==> src/rtl/mmu_pkg.sv <==
// Shared types for the MMU permission-check slice.
package mmu_pkg;

    typedef enum logic [1:0] {
        FAULT_NONE   = 2'b00,
        FAULT_DOMAIN = 2'b01,
        FAULT_PERM   = 2'b10
    } fault_e;

    typedef enum logic [1:0] {
        DOM_NOACC   = 2'b00,
        DOM_CLIENT  = 2'b01,
        DOM_RSVD    = 2'b10,
        DOM_MANAGER = 2'b11
    } dom_ctrl_e;

    typedef enum logic [1:0] {
        ST_IDLE  = 2'b00,
        ST_CHECK = 2'b01,
        ST_RESP  = 2'b10
    } state_e;

    typedef struct packed {
        logic       id;
        logic [3:0] domin;
        logic [1:0] ap;
        logic       apx;
        logic       write;
        logic       priv;
    } req_t;

endpackage

==> src/rtl/perm_decode.sv <==
// Domain lookup plus AP/APX access decision for one request.
module perm_decode
    import mmu_pkg::*;
(
    input  logic [31:0] dacr,
    input  logic [3:0]  domin,
    input  logic [1:0]  ap,
    input  logic        apx,
    input  logic        priv,
    input  logic        write,
    output logic [1:0]  domain_ctrl,
    output logic [1:0]  fault
);

    logic rd_ok;
    logic wr_ok;

    always_comb begin
        domain_ctrl = dacr[{domin, 1'b0} +: 2];
        rd_ok = 1'b0;
        wr_ok = 1'b0;
        unique case ({apx, ap})
            3'b001: begin rd_ok = priv; wr_ok = priv; end
            3'b010: begin rd_ok = 1'b1; wr_ok = priv; end
            3'b011: begin rd_ok = 1'b1; wr_ok = 1'b1; end
            3'b101: rd_ok = priv;
            3'b110: rd_ok = 1'b1;
            default: ;
        endcase
        fault = FAULT_NONE;
        unique case (domain_ctrl)
            DOM_MANAGER: fault = FAULT_NONE;
            DOM_CLIENT: begin
                if (write ? !wr_ok : !rd_ok)
                    fault = FAULT_PERM;
            end
            default: fault = FAULT_DOMAIN;
        endcase
    end

endmodule

==> src/rtl/perm_check_arbiter.sv <==
// Round-robin arbiter sharing one permission checker between the
// data-side (port 0) and instruction-side (port 1) MMU requesters.
module perm_check_arbiter
    import mmu_pkg::*;
#(
    parameter logic [31:0] DACR_RST    = 32'h0000_0000,
    parameter int          FAULT_CNT_W = 8
) (
    input  logic                   i_clk,
    input  logic                   i_rst,
    input  logic                   i_req0_valid,
    output logic                   o_req0_ready,
    input  logic [3:0]             i_req0_domin,
    input  logic [1:0]             i_req0_ap,
    input  logic                   i_req0_apx,
    input  logic                   i_req0_write,
    input  logic                   i_req0_priv,
    input  logic                   i_req1_valid,
    output logic                   o_req1_ready,
    input  logic [3:0]             i_req1_domin,
    input  logic [1:0]             i_req1_ap,
    input  logic                   i_req1_apx,
    input  logic                   i_req1_write,
    input  logic                   i_req1_priv,
    input  logic                   i_dacr_we,
    input  logic [31:0]            i_dacr_wdata,
    output logic [31:0]            o_dacr,
    output logic                   o_rsp_valid,
    input  logic                   i_rsp_ready,
    output logic                   o_rsp_id,
    output logic                   o_rsp_ok,
    output logic [1:0]             o_rsp_fault,
    output logic [1:0]             o_domain_ctrl,
    output logic [FAULT_CNT_W-1:0] o_fault_cnt
);

    state_e     state;
    logic       pref;
    logic       grant;
    logic       accept;
    req_t       req_q;
    req_t       req_new;
    logic [1:0] dec_ctrl;
    logic [1:0] dec_fault;

    // Both valid: take the preferred port; otherwise take whichever is valid.
    always_comb begin
        grant = pref;
        if (i_req0_valid && !i_req1_valid)
            grant = 1'b0;
        else if (!i_req0_valid && i_req1_valid)
            grant = 1'b1;
        o_req0_ready = (state == ST_IDLE) && !i_rst && i_req0_valid && !grant;
        o_req1_ready = (state == ST_IDLE) && !i_rst && i_req1_valid && grant;
        accept = o_req0_ready || o_req1_ready;
        if (grant)
            req_new = '{1'b1, i_req1_domin, i_req1_ap, i_req1_apx, 1'b0,
                        i_req1_priv};
        else
            req_new = '{1'b0, i_req0_domin, i_req0_ap, i_req0_apx,
                        i_req0_write, i_req0_priv};
    end

    perm_decode u_decode (
        .dacr        (o_dacr),
        .domin       (req_q.domin),
        .ap          (req_q.ap),
        .apx         (req_q.apx),
        .priv        (req_q.priv),
        .write       (req_q.write),
        .domain_ctrl (dec_ctrl),
        .fault       (dec_fault)
    );

    always_ff @(posedge i_clk or posedge i_rst) begin
        if (i_rst)
            o_dacr <= DACR_RST;
        else if (i_dacr_we)
            o_dacr <= i_dacr_wdata;
    end

    always_ff @(posedge i_clk or posedge i_rst) begin
        if (i_rst) begin
            state         <= ST_IDLE;
            pref          <= 1'b0;
            req_q         <= '0;
            o_rsp_valid   <= 1'b0;
            o_rsp_id      <= 1'b0;
            o_rsp_ok      <= 1'b0;
            o_rsp_fault   <= FAULT_NONE;
            o_domain_ctrl <= DOM_NOACC;
            o_fault_cnt   <= '0;
        end else begin
            unique case (state)
                ST_IDLE: begin
                    if (accept) begin
                        req_q <= req_new;
                        pref  <= ~grant;
                        state <= ST_CHECK;
                    end
                end
                ST_CHECK: begin
                    o_rsp_valid   <= 1'b1;
                    o_rsp_id      <= req_q.id;
                    o_rsp_ok      <= (dec_fault == FAULT_NONE);
                    o_rsp_fault   <= dec_fault;
                    o_domain_ctrl <= dec_ctrl;
                    state         <= ST_RESP;
                end
                ST_RESP: begin
                    if (i_rsp_ready) begin
                        o_rsp_valid <= 1'b0;
                        state       <= ST_IDLE;
                        if (o_rsp_fault != FAULT_NONE && o_fault_cnt != '1)
                            o_fault_cnt <= o_fault_cnt + FAULT_CNT_W'(1);
                    end
                end
                default: state <= ST_IDLE;
            endcase
        end
    end

endmodule
==> config.mk <==
export PLATFORM = sky130hd
export DESIGN_NAME = perm_check_arbiter
export DESIGN_NICKNAME = d
export VERILOG_FILES = /design/src/rtl/mmu_pkg.sv /design/src/rtl/perm_decode.sv /design/src/rtl/perm_check_arbiter.sv
export SDC_FILE = /design/constraint.sdc
export NUM_CORES = 1
export LEC_CHECK = 0
export ABC_AREA = 1
export CAP_MARGIN = 20
export CORE_ASPECT_RATIO = 2
export CORE_MARGIN = 2
export CORE_UTILIZATION = 42
export CTS_BUF_LIST = sky130_fd_sc_hd__clkbuf_8
export DETAILED_ROUTE_END_ITERATION = 10
export PLACE_DENSITY_LB_ADDON = 0.08
export SLEW_MARGIN = 0
export SYNTH_ARGS = -nofsm -noshare
export SYNTH_HDL_FRONTEND = slang
export SYNTH_SLANG_ARGS = --single-unit
==> constraint.sdc <==
create_clock -name i_clk -period 3.1 [get_ports i_clk]
set_input_delay 0.62 -clock i_clk [delete_from_list [all_inputs] [get_ports i_clk]]
set_output_delay 0.62 -clock i_clk [all_outputs]
set_load 0.1 [all_outputs]
==> key figures, run 1 <==
Finish
  – Share of cells above drive strength 1: ~21%
  – Most frequent cells in the layout: 97 x nand2_1, 60 x dfrtp_1, 53 x clkdlybuf4s50_1
  – Commonest non-fill, non-tap cell in the layout: nand2_1
  – Area delta synth->final: 41.5%
  – Layout Nets: 501
  – Antenna cells: 0
  – Fin area: 0.00405 mm^2
  – Post-route insts no fill: between 500 and 600

Worst setup path
  – Crit end category: output pin
  – Reg2reg start: req_q[5]$_DFFE_PP0P_
  – Crit-path slowest cell: clkdlybuf4s50_1
  – Crit Path Category: input port to output pin
  – R2R Setup Slk: 1560 ps
  – Crit-path leading delay family: buffers and inverters
  – CP max FO: 10
  – Crit-path cells: clkdlybuf4s50_1 -> clkinvlp_4 -> o211ai_2 -> inv_2 -> nand2_2 -> inv_2 -> buf_12
  – CP startpoint: i_rst
  – Buf/Inv on CP: 5
  – Top cell by count, worst path: inv_2
  – Max incr delay on CP: 440 ps
  – Startpoint Class: input port
  – Critical path required time: ~2500 ps
  – Worst EP arrival: 1970 ps

Pwr
  – Sequential share of power: 31.6%
  – Leakage power: 0.00201 uW
  – P_int: about 1900 uW
  – Net Sw Frac: 48.2%
  – Psw: approximately 1700 uW
  – Clock Power Share: roughly 20%
  – Pwr/cell area: 885 mW/mm^2
  – Combinational Power Share: 48.5%
  – Worst VDD drop: 0.434 mV

Yosys
  – Post-Synth XOR/XNOR Area: 2.14%
  – Async SR Flop Fraction: 100%
  – Simple-gate share of the synthesized area: 24.8%
  – Post-synthesis compound-gate area fraction: 10.2%
  – Syn Area/Cell: 8.44 um^2
  – Largest family of logic cells by synthesized area: simple AND/OR/NAND/NOR gates
  – Top_reg_cell synth: dfrtp_1
  – Number of synthesized flops with an enable pin: 0
  – Synth Warn #: 0
  – Post-synthesis instance area: 0.00286 mm^2
  – Syn_nets: 396
  – #FFs+latches synth: 60
  – Synthesized netlist cell count: 339
  – Share of the yosys chip area belonging to registers: 52.5%
  – Area share of fa/ha/maj cells after synthesis: less than 1%
  – Mux share of post-synthesis cell area: 0%
  – Distinct cells, synth: 28

Clock tree
  – Num CTS Buffers: 9
  – Max H-tree Level: 3
  – CTS Buffer Depth: 2
  – CTS sink count: 60
  – Worst-skew pair later-pin latency: 340 ps
  – Resized cells post-CTS: 0
  – Root buffer cell: clkbuf_8
  – CTS tree: built
  – Post-CTS setup repair buffer count: 0
  – CTS clock-pin slew for the worst setup and hold paths: 70 ps
  – Hold Buf Count CTS: 0

Routing
  – Post-route DRC: 0
  – Routed via count: 2541
  – DR vias/cell: 4.74
  – Routed len/inst: ~13 um
  – DRT Pass-1 Iters: 4
  – Post-Route WL: 7080 um
  – Initial DRC Count: 119
  – Antenna-violating nets left: 0

Floorplanning
  – I/O pin count: 105
  – DIE AREA: 0.00753 mm^2
  – DIE WIDTH: 62.4 um
  – Core area: 0.00662 mm^2
  – Die Y: 121 um
  – Number of cell rows: between 40 and 50
  – Starting density of the core: 43.2%

Global routing
  – First-pass GRT wire length: 11800 um
  – Total track usage: between 20% and 30%
  – Grt ovf: 0
  – Number of global-route vias before repair: 2514
  – Initial antenna violation count: 0
  – Largest net degree at the start of global routing: 65

Timing
  – Max Clock Skew: 10.2 ps
  – Setup TNS: 0 ps
  – Final period util: 83.7%
  – Least-Margin Pin Slew: slightly below 900 ps
  – Min Clock Period, post-route: 2590 ps
  – RSZ-0062 raised after global routing: false
  – Slew Viols, Final: 0
  – Fin. Hold Viols: 0
  – Final WS setup: 505 ps
  – Slew margin rel.: 41.1%
  – Final setup fails: 0
  – Peak Freq: roughly 0.39 GHz

Placed design
  – Routability cong.: between 0.7 and 0.8
  – Detailed-placement wirelength estimate: 5280 um
  – Post-place setup slack: approximately 490 ps
  – Port buffer count: 103
  – # placed instances: about 520
  – DP Area: 0.00385 mm^2

Hold path
  – Worst Hold Class: flop to flop
  – Hold path start: o_rsp_ok$_DFFE_PP0P_

Flow run
  – Max cap viols: 0

Outcome
  – Status: complete, no violations
==> logic make-up after synthesis <==
logic type | Yosys count
xor gates and xnor gates | 7
buffers and inverters | 64
adders and majority gates | 1
DFF | 60
and+or+nand+nor | 155
AOI/OAI and AO/OA | 52
==> power groups by stage <==
stage	combinational, uW	clock (uW)	sequential (uW)
2_1_floorplan	727	0	1780
3_3_place_gp	1740	0	1140
3_5_place_dp	1760	0	1140
4_1_cts	1760	739	1130
5_1_grt	1860	770	1160
6_report	1740	715	1130
==> cell type report <==
type | count | area [um^2]
sequential | 60 | 1500
clock inverter | 3 | 37.5
inverter | 53 | 210
timing repair buffer | 105 | 943
clock buffer | 12 | 165
tap | 88 | 110
multi-input combinational | 215 | 1080
fill | 661 | 2570
==> layer usage <==
metal | GRT usage (%) | part of all wire, %
met5 | 0 | 0
met3 | 6.42 | 4.4
met1 | 21.6 | 38
met4 | 8.47 | 1.8
met2 | 36.3 | 55
==> registers in the layout (all words and copies together), names as in the netlist, 2 cells and up <==
signal / flops
o_dacr: 32
req_q: 10
o_fault_cnt: 8
o_domain_ctrl: 2
o_rsp_fault: 2
state: 2
==> worst min-delay path: cells and delay by family (launching register included) <==
kind          cells  cell delay (ps)
flops             1              350
simple gates      2              110
==> stage by stage <==
stage                     utilization [%]  hold WS, ps  power, uW
after CTS                            61.2          493       3630
final                                61.2          486       3580
after detailed placement             58.1          476       2890
after floorplan                         -          474       2500
after global placement               58.1          469       2870
after global routing                 61.2          531       3790
==> path summary, 6_finish.rpt <==
check / to / cells past startpoint
setup / recovery: o_req0_ready / 7
hold / removal: o_rsp_ok$_DFFE_PP0P_ / 2
setup reg to reg: o_rsp_ok$_DFFE_PP0P_ / 8
hold reg to reg: o_rsp_ok$_DFFE_PP0P_ / 2
max in group asynchronous: o_dacr[26]$_DFFE_PP0P_ / 3
min in group asynchronous: req_q[3]$_DFFE_PP0P_ / 3
==> Yosys cell counts (2+ instances only) <==
master    instances  area (um^2)
a21oi_1           3         15.0
buf_6             2         22.5
clkbuf_1          7         26.3
dfrtp_1          60         1500
inv_1            48          180
inv_2             4         15.0
nand2_1          97          364
nand2_2           9         56.3
nand3_1          26          130
nand3_2           9         90.1
nand4_1           2         12.5
nor2_1            9         33.8
nor2_2            2         12.5
o211ai_1          6         45.0
o21ai_0          37          185
xnor2_1           4         35.0
xor2_1            3         26.3
Power figures use the tool's default switching activity.
==> inputs of run 2 (changes only) <==
CORE_UTILIZATION = 46   (was 42)
clock period = 2.4 ns   (was 3.1 ns; I/O delays follow)
==> key figures, run 2 (same netlist as run 1, synthesis figures left out) <==
Outcome
  – Status: complete, no violations (unchanged)

Timing
  – Slew Viols, Final: 0 (unchanged)
  – Least-Margin Pin Slew: 760 ps (was 884 ps)
  – Fin. Hold Viols: 0 (unchanged)
  – Peak Freq: 0.449 GHz
  – Final WS setup: 170 ps (was 505 ps)
  – Final setup fails: 0 (unchanged)
  – Slew margin rel.: 49.3% (was 41.1%)
  – RSZ-0062 raised after global routing: false (unchanged)
  – Setup TNS: 0 ps (unchanged)
  – Max Clock Skew: 8.78 ps (was 10.2 ps)
  – Min Clock Period, post-route: 2230 ps
  – Final period util: 92.9%

Global routing
  – Total track usage: 22.5% (was 20.2%)
  – Grt ovf: 0 (unchanged)
  – Largest net degree at the start of global routing: 65 (unchanged)
  – Number of global-route vias before repair: 2551 (was 2514)
  – Initial antenna violation count: 0 (unchanged)
  – First-pass GRT wire length: 11600 um (was 11800 um)

Placed design
  – Post-place setup slack: 144 ps (was 492 ps)
  – Routability cong.: 0.784 (was 0.734)
  – Detailed-placement wirelength estimate: 5450 um (was 5280 um)
  – Port buffer count: 103 (unchanged)

Pwr
  – Leakage power: 0.00204 uW (was 0.00201 uW)
  – Pwr/cell area: 1180 mW/mm^2 (was 885 mW/mm^2)
  – Power Total: 4840 uW (was 3580 uW)
  – Worst VDD drop: 0.692 mV (was 0.434 mV)

Flow run
  – Max cap viols: 0 (unchanged)

Worst setup path
  – Crit end category: output pin (unchanged)
  – Reg2reg start: req_q[5]$_DFFE_PP0P_ (unchanged)
  – Worst EP arrival: 1750 ps (was 1970 ps)
  – Startpoint Class: input port (unchanged)
  – FF-to-FF End: o_rsp_fault[0]$_DFFE_PP0P_ (was o_rsp_ok$_DFFE_PP0P_)
  – R2R cell count: 8 (unchanged)
  – Critical path required time: 1920 ps (was 2480 ps)
  – CP startpoint: i_req1_valid (was i_rst)
  – CP max FO: 10 (unchanged)
  – R2R Setup Slk: 680 ps (was 1560 ps)
  – Crit Path Category: input port to output pin (unchanged)

Floorplanning
  – Number of cell rows: 40 (was 42)
  – I/O pin count: 105 (unchanged)
  – Starting density of the core: 47.6% (was 43.2%)
  – Core area: 0.00601 mm^2 (was 0.00662 mm^2)
  – DIE WIDTH: 59.8 um (was 62.4 um)
  – DIE AREA: 0.00691 mm^2 (was 0.00753 mm^2)
  – Die Y: 116 um (was 121 um)

Routing
  – DRT Pass-1 Iters: 4 (unchanged)
  – Post-Route WL: 7320 um (was 7080 um)
  – DR vias/cell: 4.96 (was 4.74)
  – Initial DRC Count: 100 (was 119)
  – Post-route DRC: 0 (unchanged)
  – Routed len/inst: 14.3 um (was 13.2 um)
  – Antenna-violating nets left: 0 (unchanged)
  – Routed via count: 2546 (was 2541)

Hold path
  – WHS Path Cells: 2 (unchanged)
  – Hold path start: o_domain_ctrl[0]$_DFFE_PP0P_ (was o_rsp_ok$_DFFE_PP0P_)
  – Worst Hold Class: flop to flop (unchanged)
  – Hold path endpoint: o_domain_ctrl[0]$_DFFE_PP0P_ (was o_rsp_ok$_DFFE_PP0P_)

Clock tree
  – Root buffer cell: clkbuf_8 (unchanged)
  – Max H-tree Level: 3 (unchanged)
  – CTS Buffer Depth: 2 (unchanged)
  – Hold Buf Count CTS: 0 (unchanged)
  – Resized cells post-CTS: 0 (unchanged)
  – CTS sink count: 60 (unchanged)
  – Worst-skew pair later-pin latency: 340 ps (about the same)
  – CTS tree: built (unchanged)
  – Num CTS Buffers: 9 (unchanged)
  – CTS clock-pin slew for the worst setup and hold paths: 60 ps (was 70 ps)
  – Post-CTS setup repair buffer count: 0 (unchanged)

Finish
  – Largest register by flop count: o_dacr (unchanged)
  – Largest regs: o_dacr (32), req_q (10), o_fault_cnt (8) (unchanged)
  – Layout Nets: 502 (was 501)
  – Antenna cells: 0 (unchanged)
  – Max FFs per register: 32 (unchanged)
  – Share of cells above drive strength 1: 21.3% (was 20.8%)
  – Commonest non-fill, non-tap cell in the layout: nand2_1 (unchanged)
  – Most frequent cells in the layout: 97 x nand2_1, 60 x dfrtp_1, 53 x clkdlybuf4s50_1 (unchanged)
  – Area delta synth->final: 43.2% (was 41.5%)
run 2: per-layer routing:
metal	up-vias	part of all wire, %	track usage, %
met5	-	0	0
met4	0	3.3	12.0
met3	17	3.5	3.91
met2	69	57	40.7
met1	1183	36	23.6
li1	1277	-	-
run 2: worst max-delay path by stage:
| stage | to | cells after the start |
|---|---|---|
| 2_1_floorplan | o_req0_ready | 5 |
| 3_3_place_gp | o_req0_ready | 7 |
| 3_5_place_dp | o_req0_ready | 7 |
| 4_1_cts | o_req0_ready | 7 |
| 5_1_grt | o_req0_ready | 7 |
| 6_report | o_req0_ready | 6 |
run 2: critical path: stages:
cell and delay (ps):
clkdlybuf4s50_1 480, o211ai_4 340, inv_4 120, nand2_4 120, inv_8 50, buf_12 160
run 2: power breakdown:
group	switching [uW]	total, uW	internal, uW
sequential	247	1480	1240
clock	385	1130	741
combinational	1620	2230	608
total	2260	4840	2580
run 2: layout make-up:
| cell class | count | area [um^2] |
|---|---|---|
| clock buffer | 11 | 151 |
| fill | 555 | 1910 |
| tap | 63 | 78.8 |
| timing repair buffer | 106 | 951 |
| multi-input combinational | 215 | 1100 |
| clock inverter | 5 | 98.8 |
| sequential | 60 | 1500 |
| inverter | 53 | 220 |
run 2: metrics by stage:
step           hold slack (ps)  util [%]  instance area, um^2  cells
4_1_cts                    486      68.2                 4100    513
6_report                   484      68.2                 4100    513
3_5_place_dp               469      64.1                 3850    497
3_3_place_gp               468      64.1                 3850    497
5_1_grt                    502      68.2                 4100    513
2_1_floorplan              474         -                 2890    339
==> inputs of run 3 (changes only) <==
RECOVER_POWER = 25   (was default)
==> key figures, run 3 (same netlist as run 1, synthesis figures left out) <==
Global routing
  – Initial antenna violation count: 0 (unchanged)
  – Met3 Use GR: 3.91% (unchanged)
  – Total track usage: 22.5% (unchanged)
  – Largest net degree at the start of global routing: 65 (unchanged)
  – Busiest grt layer: met2 (unchanged)
  – First-pass GRT wire length: 11600 um (unchanged)
  – Met1 Use GR: 23.6% (unchanged)
  – Met2 Use GR: 40.7% (unchanged)
  – Grt ovf: 0 (unchanged)
  – Number of global-route vias before repair: 2551 (unchanged)

Worst setup path
  – Crit-path cells: clkdlybuf4s50_1 -> o211ai_4 -> inv_4 -> nand2_4 -> inv_8 -> buf_12 (unchanged)
  – Reg2reg start: req_q[5]$_DFFE_PP0P_ (unchanged)
  – CP max FO: 10 (unchanged)
  – Crit end category: output pin (unchanged)
  – Worst EP arrival: 1750 ps (about the same)
  – Crit Path Category: input port to output pin (unchanged)
  – CP startpoint: i_req1_valid (unchanged)
  – Buf/Inv on CP: 4 (unchanged)
  – Crit-path leading delay family: buffers and inverters (unchanged)
  – Crit-path slowest cell: clkdlybuf4s50_1 (unchanged)
  – Critical path required time: 1920 ps (about the same)
  – Max incr delay on CP: 480 ps (about the same)
  – Startpoint Class: input port (unchanged)

Pwr
  – Net Sw Frac: 46.6% (about the same)
  – P_int: 2580 uW (about the same)
  – Pwr/cell area: 1180 mW/mm^2 (about the same)
  – Sequential share of power: 30.6% (about the same)
  – Clock Power Share: 23.3% (about the same)
  – Power Total: 4840 uW (about the same)
  – Worst VDD drop: 0.692 mV (about the same)
  – Psw: 2260 uW (about the same)
  – Combinational Power Share: 46.1% (about the same)
  – Leakage power: 0.00204 uW (about the same)

Finish
  – Largest regs: o_dacr (32), req_q (10), o_fault_cnt (8) (unchanged)
  – Layout Nets: 502 (unchanged)
  – Share of cells above drive strength 1: 21.1% (was 21.3%)
  – Antenna cells: 0 (unchanged)
  – Fill cells: 557 (was 555)
  – Most frequent cells in the layout: 98 x nand2_1, 60 x dfrtp_1, 53 x clkdlybuf4s50_1 (was 97 x nand2_1, 60 x dfrtp_1, 53 x clkdlybuf4s50_1)
  – Area delta synth->final: 42.9% (was 43.2%)
  – Largest register by flop count: o_dacr (unchanged)
  – Max FFs per register: 32 (unchanged)
  – Commonest non-fill, non-tap cell in the layout: nand2_1 (unchanged)

Timing
  – Peak Freq: 0.449 GHz (about the same)
  – Min Clock Period, post-route: 2230 ps (about the same)
  – RSZ-0062 raised after global routing: false (unchanged)
  – Final period util: 92.8% (was 92.9%)
  – Least-Margin Pin Slew: 1480 ps (was 760 ps)
  – Max Clock Skew: 8.75 ps (was 8.78 ps)
  – Setup TNS: 0 ps (unchanged)
  – Fin. Hold Viols: 0 (unchanged)
  – Slew margin rel.: 1.49% (was 49.3%)
  – Slew Viols, Final: 0 (unchanged)
  – Final setup fails: 0 (unchanged)

Floorplanning
  – DIE AREA: 0.00691 mm^2 (unchanged)
  – I/O pin count: 105 (unchanged)
  – Number of cell rows: 40 (unchanged)
  – DIE WIDTH: 59.8 um (unchanged)
  – Core area: 0.00601 mm^2 (unchanged)
  – Starting density of the core: 47.6% (unchanged)
  – Die Y: 116 um (unchanged)

Placed design
  – Detailed-placement wirelength estimate: 5450 um (unchanged)
  – Routability cong.: 0.784 (unchanged)
  – Port buffer count: 103 (unchanged)

Clock tree
  – Root buffer cell: clkbuf_8 (unchanged)
  – CTS sink count: 60 (unchanged)
  – CTS clock-pin slew for the worst setup and hold paths: 60 ps (about the same)
  – Num CTS Buffers: 9 (unchanged)
  – CTS tree: built (unchanged)
  – Post-CTS setup repair buffer count: 0 (unchanged)
  – Hold Buf Count CTS: 0 (unchanged)
  – CTS Buffer Depth: 2 (unchanged)
  – Worst-skew pair later-pin latency: 340 ps (about the same)
  – Max H-tree Level: 3 (unchanged)
  – Resized cells post-CTS: 0 (unchanged)

Routing
  – Routed len/inst: 14.2 um (was 14.3 um)
  – Routed via count: 2562 (was 2546)
  – Post-Route WL: 7300 um (was 7320 um)
  – Post-route DRC: 0 (unchanged)
  – Initial DRC Count: 106 (was 100)
  – DR vias/cell: 4.99 (was 4.96)
  – Antenna-violating nets left: 0 (unchanged)
  – DRT Pass-1 Iters: 4 (unchanged)

Flow run
  – Max cap viols: 0 (unchanged)

Outcome
  – Status: complete, no violations (unchanged)

Hold path
  – Worst Hold Class: flop to flop (unchanged)
  – Hold path start: o_domain_ctrl[0]$_DFFE_PP0P_ (unchanged)
==> run 3: cell count changes in the layout (fill, tap and decap cells not counted), sizes merged <==
cell	delta
buf	-2
clkbuf	+2
==> run 3: area by class of cell <==
type | instances | area (um^2) | area share [%]
clock buffers | 11 | 151 | 3.70
clock inverters | 5 | 98.8 | 2.42
inverters | 53 | 220 | 5.38
multi-input cells | 215 | 1090 | 26.7
flip-flops and latches | 60 | 1500 | 36.7
well taps | 63 | 78.8 | 1.93
repair buffers | 106 | 946 | 23.1
==> run 3: routing by layer <==
metal  wire (um)  up-vias  share of wire, %
met5           0        -                 0
met3         254       17               3.5
met1        2630     1198                36
met4         243        0               3.3
met2        4170       71                57
li1            -     1276                 -
==> run 3: stage by stage <==
| step | std cells | hold slack (ps) | instance area (um^2) | utilization, % | setup WS, ps |
|---|---|---|---|---|---|
| after detailed placement | 497 | 469 | 3850 | 64.1 | 144 |
| after floorplan | 339 | 474 | 2890 | - | -87.5 |
| after CTS | 513 | 486 | 4100 | 68.2 | 139 |
| after global routing | 513 | 502 | 4090 | 68.1 | 54.4 |
| after global placement | 497 | 468 | 3850 | 64.1 | 170 |
| final | 513 | 484 | 4090 | 68.1 | 172 |
==> run 3: path summary, 6_finish.rpt <==
path / cells after the start / slack (ps) / to
max in group asynchronous: 3 / 410 / o_dacr[27]$_DFFE_PP0P_
worst min register to register: 2 / 480 / o_domain_ctrl[0]$_DFFE_PP0P_
worst min-delay path: 2 / 480 / o_domain_ctrl[0]$_DFFE_PP0P_
min in group asynchronous: 3 / 1090 / o_fault_cnt[2]$_DFFE_PP0P_
worst max-delay path: 6 / 170 / o_req0_ready
worst max register to register: 8 / 680 / o_rsp_fault[0]$_DFFE_PP0P_
==> run 3: power by group through the flow <==
stage | Combinational, uW | Sequential, uW | Clock, uW
floorplan | 954 | 2300 | 0
global placement | 2220 | 1490 | 0
detailed placement | 2250 | 1490 | 0
CTS | 2260 | 1480 | 1150
global route | 2390 | 1510 | 1200
finish | 2230 | 1480 | 1130
==> run 3: worst register-to-register path: cells and delay by family (launching register included) <==
family                 cells  cell delay [ps]
AOI/OAI and AO/OA          1              120
buffers and inverters      1              160
DFF                        1              780
and+or+nand+nor            6              540
==> RTL edit 1: new RTL, settings of run 3 <==
Put one more register stage on the output `o_fault_cnt`. The value now appears one clock later. The other outputs are not delayed to match.
--- a/src/rtl/perm_check_arbiter.sv
+++ b/src/rtl/perm_check_arbiter.sv
@@ -34,4 +34,6 @@
     output logic [FAULT_CNT_W-1:0] o_fault_cnt
 );
+
+    logic [FAULT_CNT_W-1:0] o_fault_cnt_s0;
 
     state_e     state;
@@ -90,5 +92,5 @@
             o_rsp_fault   <= FAULT_NONE;
             o_domain_ctrl <= DOM_NOACC;
-            o_fault_cnt   <= '0;
+            o_fault_cnt_s0 <= '0;
         end else begin
             unique case (state)
@@ -112,6 +114,6 @@
                         o_rsp_valid <= 1'b0;
                         state       <= ST_IDLE;
-                        if (o_rsp_fault != FAULT_NONE && o_fault_cnt != '1)
-                            o_fault_cnt <= o_fault_cnt + FAULT_CNT_W'(1);
+                        if (o_rsp_fault != FAULT_NONE && o_fault_cnt_s0 != '1)
+                            o_fault_cnt_s0 <= o_fault_cnt_s0 + FAULT_CNT_W'(1);
                     end
                 end
@@ -121,3 +123,7 @@
     end
 
+    always_ff @(posedge i_clk) begin
+        o_fault_cnt <= o_fault_cnt_s0;
+    end
+
 endmodule
Behaviour: not the same (a bounded check fails within 4 cycles, from zero or initial values and one cycle with i_rst high).
==> RTL edit 1 against run 3 <==
Sequential cell count increased by 8. Sequential share of layout area increased by 3.0 points. Highest routed layer unchanged. Worst setup slack improved by 0.045 ns. Largest cell class unchanged. Final area increased by 2.4%. Critical endpoint is now o_req1_ready. Power decreased by 1.2%. Area after synthesis increased by 5.2%. Utilization decreased by 1.7 points. Critical path depth increased by 1. Routed wire length increased by 0.45%.
==> RTL edit 1: results <==
set metrics [dict create \
    yosysSeqAreaShare_pct 55.22 \
    final_cell_count_no_fill 547 \
    post-place-ws_ns 0.1909 \
    grt_use_total_pct 22.54 \
    dp_hpwl_mm 5.620 \
    syn_nets 406 \
    cap_viol_max_count 0 \
    status "completed" \
    vias_per_cell 4.740 \
    post_cts_buffers 0 \
    drt_iter0_drc 92 \
    gp_congestion 0.8346 \
    holdCritPathClass "input pin to async pin" \
    synthArstFlopShare_pct 88.24 \
    dpl_cell_area_um2 4006 \
    netlist_top_cells_area "dfrtp_1, nand2_1, o21ai_0" \
    intPower_w 0.002471 \
    max-vdd-ir-drop_uv 856.6 \
    fillers 605 \
    syn_inst 349 \
    clock-skew-final_ns 0.004067 \
    nets 513 \
    arrival_ns 1.70 \
    yosys-top-cells-count "nand2_1, dfrtp_1, inv_1, o21ai_0, nand3_1" \
    numCtsBuffers 9 \
    top_regs "o_dacr x32, req_q x10" \
    placed_cells 531 \
    leakage_nw 2.063 \
    cts.repair.resized 0 \
    grt_pass1_wl_mm 11.87 \
    tightest_slew_ns 0.9869 \
    wl_per_cell_um 13.40 \
    ys_types 29 \
    layout-drive-gt1-share_pct 19.74 \
    numPortBuffers 103 \
]
[RTL edit 1: cell types whose count changed after synthesis, sizes merged]
| cell | before | now |
|---|---|---|
| dfxtp | 0 | 8 |
| nand4 | 2 | 3 |
| o211ai | 7 | 6 |
| o21ai | 38 | 39 |
| buf | 4 | 5 |
| nor2 | 11 | 9 |
| nand3 | 35 | 36 |
| a21oi | 3 | 4 |
| clkinv | 0 | 2 |
| inv | 53 | 52 |
| o21bai | 1 | 0 |
[RTL edit 1: critical path, cell delays in order]
cell             delay, ns
clkdlybuf4s50_1       0.44
inv_4                 0.15
nand3_1               0.09
a21oi_1               0.16
nand2_1               0.10
clkinv_1              0.10
buf_12                0.18
[RTL edit 1: worst paths after layout]
check / from / endpoint / slack (ns) / depth (start not counted)
setup / recovery: i_rst / o_req1_ready / 0.22 / 7
hold / removal: i_rst / req_q[4]$_DFFE_PP0P_ / 0.38 / 2
setup reg to reg: req_q[5]$_DFFE_PP0P_ / o_rsp_fault[0]$_DFFE_PP0P_ / 0.86 / 8
hold reg to reg: o_fault_cnt_s0[0]$_DFFE_PP0P_ / o_fault_cnt[0]$_DFF_P_ / 0.41 / 0
max in group asynchronous: i_rst / o_dacr[25]$_DFFE_PP0P_ / 1.14 / 3
min in group i_clk: o_fault_cnt_s0[0]$_DFFE_PP0P_ / o_fault_cnt[0]$_DFF_P_ / 0.41 / 0
[RTL edit 1: kinds of logic after synthesis]
family / count (synthesis) / share of synthesized area, %
AND/OR/NAND/NOR: 155 / 23.33
adder cells (fa/ha/maj): 1 / 0.4157
AO/OA/AOI/OAI: 52 / 9.397
buffers and inverters: 66 / 9.605
flip-flops: 68 / 55.22
XOR/XNOR: 7 / 2.037
[RTL edit 1: power groups by stage]
stage          sequential, W  combinational, W  clock, W
2_1_floorplan        0.00255          0.000874         0
3_3_place_gp         0.00164           0.00228         0
3_5_place_dp         0.00164           0.00230         0
4_1_cts              0.00162           0.00230  0.000910
5_1_grt              0.00166           0.00245  0.000961
6_report             0.00162           0.00228  0.000883
[RTL edit 1: routing by layer]
| layer | part of all wire, % | wire, um | track usage [%] | vias to the layer above |
|---|---|---|---|---|
| li1 | - | - | - | 1309 |
| met1 | 36 | 2643 | 23.87 | 1202 |
| met2 | 57 | 4177 | 39.36 | 68 |
| met3 | 4.3 | 312 | 6.127 | 14 |
| met4 | 2.7 | 197 | 9.647 | 0 |
| met5 | 0 | 0 | 0 | - |
[RTL edit 1: cell type report]
class / instances / area (um2) / share of cell area (%)
flip-flops and latches: 68 / 1662 / 39.68
multi-input cells: 215 / 1059 / 25.28
repair buffers: 108 / 962.2 / 22.98
inverters: 54 / 212.7 / 5.079
clock buffers: 9 / 123.9 / 2.958
well taps: 86 / 107.6 / 2.569
clock inverters: 7 / 61.31 / 1.464
==> RTL edit 2: new RTL, settings of run 3 <==
Made on the original files. The parameter `FAULT_CNT_W` goes from 8 to 9.
--- a/src/rtl/perm_check_arbiter.sv
+++ b/src/rtl/perm_check_arbiter.sv
@@ -5,5 +5,5 @@
 #(
     parameter logic [31:0] DACR_RST    = 32'h0000_0000,
-    parameter int          FAULT_CNT_W = 8
+    parameter int          FAULT_CNT_W = 9
 ) (
     input  logic                   i_clk,
Interface: changed (resized o_fault_cnt); port bits go from 105 to 106. The function was not compared with the original's and may differ.
==> RTL edit 2 against run 3 <==
The run now ends with max-capacitance violations, max-slew violations left. Die area fell by 0.25%. Non-clock buffer count up 2. Clock skew down 0.0022 ns. Sequential cell count grew 1. Utilization decreased by 0.42 points. Worst hold slack improved by 0.012 ns. Final area down 0.61%. Clock power is 4% lower. Area after synthesis fell by 0.26%. Worst setup slack better by 0.0024 ns. Routed wire length down 1.3%. Power shrank 2.7%. Sequential power about the same. Critical endpoint unchanged.
==> RTL edit 2: results <==
set metrics [dict create \
    layout-drive-gt1-share_pct 19.47 \
    grt_use_total_pct 22.52 \
    gp_congestion 0.7485 \
    cap_viol_max_count 1 \
    violations "max-capacitance violations, max-slew violations" \
    max-vdd-ir-drop_uv 584.3 \
    status "complete, but fails checks" \
    syn_avg_cell_area_um2 8.394 \
    top_regs "o_dacr x32, req_q x10, o_fault_cnt x9" \
    final_cell_count_no_fill 515 \
    clkLatencyLatePin_ns 0.34 \
    dp_hpwl_mm 5.352 \
    leakage_nw 2.056 \
    crit_path_top_delay_cell "clkdlybuf4s50_1" \
    wl_met1_mm 2.683 \
    netlist_top_cells_area "dfrtp_1, nand2_1, o21ai_0" \
    yosysSeqAreaShare_pct 53.49 \
    holdCritPathClass "flip-flop to flip-flop" \
    htree_levels 3 \
    grt_pass1_wl_mm 11.56 \
    numPortBuffers 104 \
    cp_slowest_stage_delay_ns 0.41 \
    cp_max_fo 10 \
    clock-skew-final_ns 0.006584 \
    ys_warn_count 0 \
    antenna_found_initial 0 \
    grt_max_degree 65 \
    wl_per_cell_um 13.99 \
    n_antenna_cell 0 \
    drtPass1Iterations 4 \
    highest_layer "met4" \
    yosys-top-cells-count "nand2_1, dfrtp_1, inv_1, o21ai_0, nand3_1" \
    drv_slew 62 \
    nets 505 \
    dpl_cell_area_um2 3832 \
    numCtsBuffers 9 \
    drt_iter0_drc 104 \
    tightest_slew_ns 1.525 \
    post-place-ws_ns 0.1483 \
    clock_path_buffers 2 \
    clk_pin_slew_ns 0.07 \
    grt_pass1_vias 2603 \
    post_cts_buffers 0 \
    cts.repair.resized 0 \
    vias_per_cell 5.037 \
    syn_nets 398 \
    dr_wl_met2_mm 4.108 \
    wl_met3_um 290 \
    cp_top_family "buffers and inverters" \
    placed_cells 499 \
]
-- RTL edit 2: power breakdown --
part | total [W] | internal [W] | leakage (nW) | switching (W)
logic | 0.00214 | 0.000569 | 1.18 | 0.00157
registers | 0.00148 | 0.00125 | 0.752 | 0.000228
clock network | 0.00109 | 0.000697 | 0.126 | 0.000394
-- RTL edit 2: metal layers --
metal  vias up  GRT usage [%]
met5         -              0
met1      1226          24.17
li1       1291              -
met3        10          5.737
met2        67          39.86
met4         0          10.07
-- RTL edit 2: worst min-delay path, cell delays in order, from the launching register on --
cell and delay, ns:
dfrtp_1 0.35, nand2_1 0.05, o21ai_0 0.06
-- RTL edit 2: final timing paths --
check	slack, ns	cells after the start	start	to
worst max-delay path	0.17	7	i_rst	o_req0_ready
max in group asynchronous	0.41	3	i_rst	o_dacr[28]$_DFFE_PP0P_
worst max register to register	0.45	9	o_fault_cnt[0]$_DFFE_PP0P_	o_fault_cnt[7]$_DFFE_PP0P_
worst min-delay path	0.50	2	o_rsp_id$_DFFE_PP0P_	o_rsp_id$_DFFE_PP0P_
min in group asynchronous	1.08	3	i_rst	o_fault_cnt[5]$_DFFE_PP0P_
worst min register to register	0.50	2	o_rsp_id$_DFFE_PP0P_	o_rsp_id$_DFFE_PP0P_
-- RTL edit 2: final cells by class --
type,count,area [um2]
multi-input combinational,214,1049
clock inverter,3,65.06
clock buffer,13,178.9
sequential,61,1526
inverter,53,210.2
timing repair buffer,108,957.2
fill,553,1941
tap,63,78.83
-- RTL edit 2: kinds of logic after synthesis --
logic type / share of synthesized area (%)
buffers and inverters: 9.776
XOR/XNOR: 2.148
adder cells (fa/ha/maj): 0.8767
AND/OR/NAND/NOR: 23.41
AO/OA/AOI/OAI: 10.30
flip-flops: 53.49
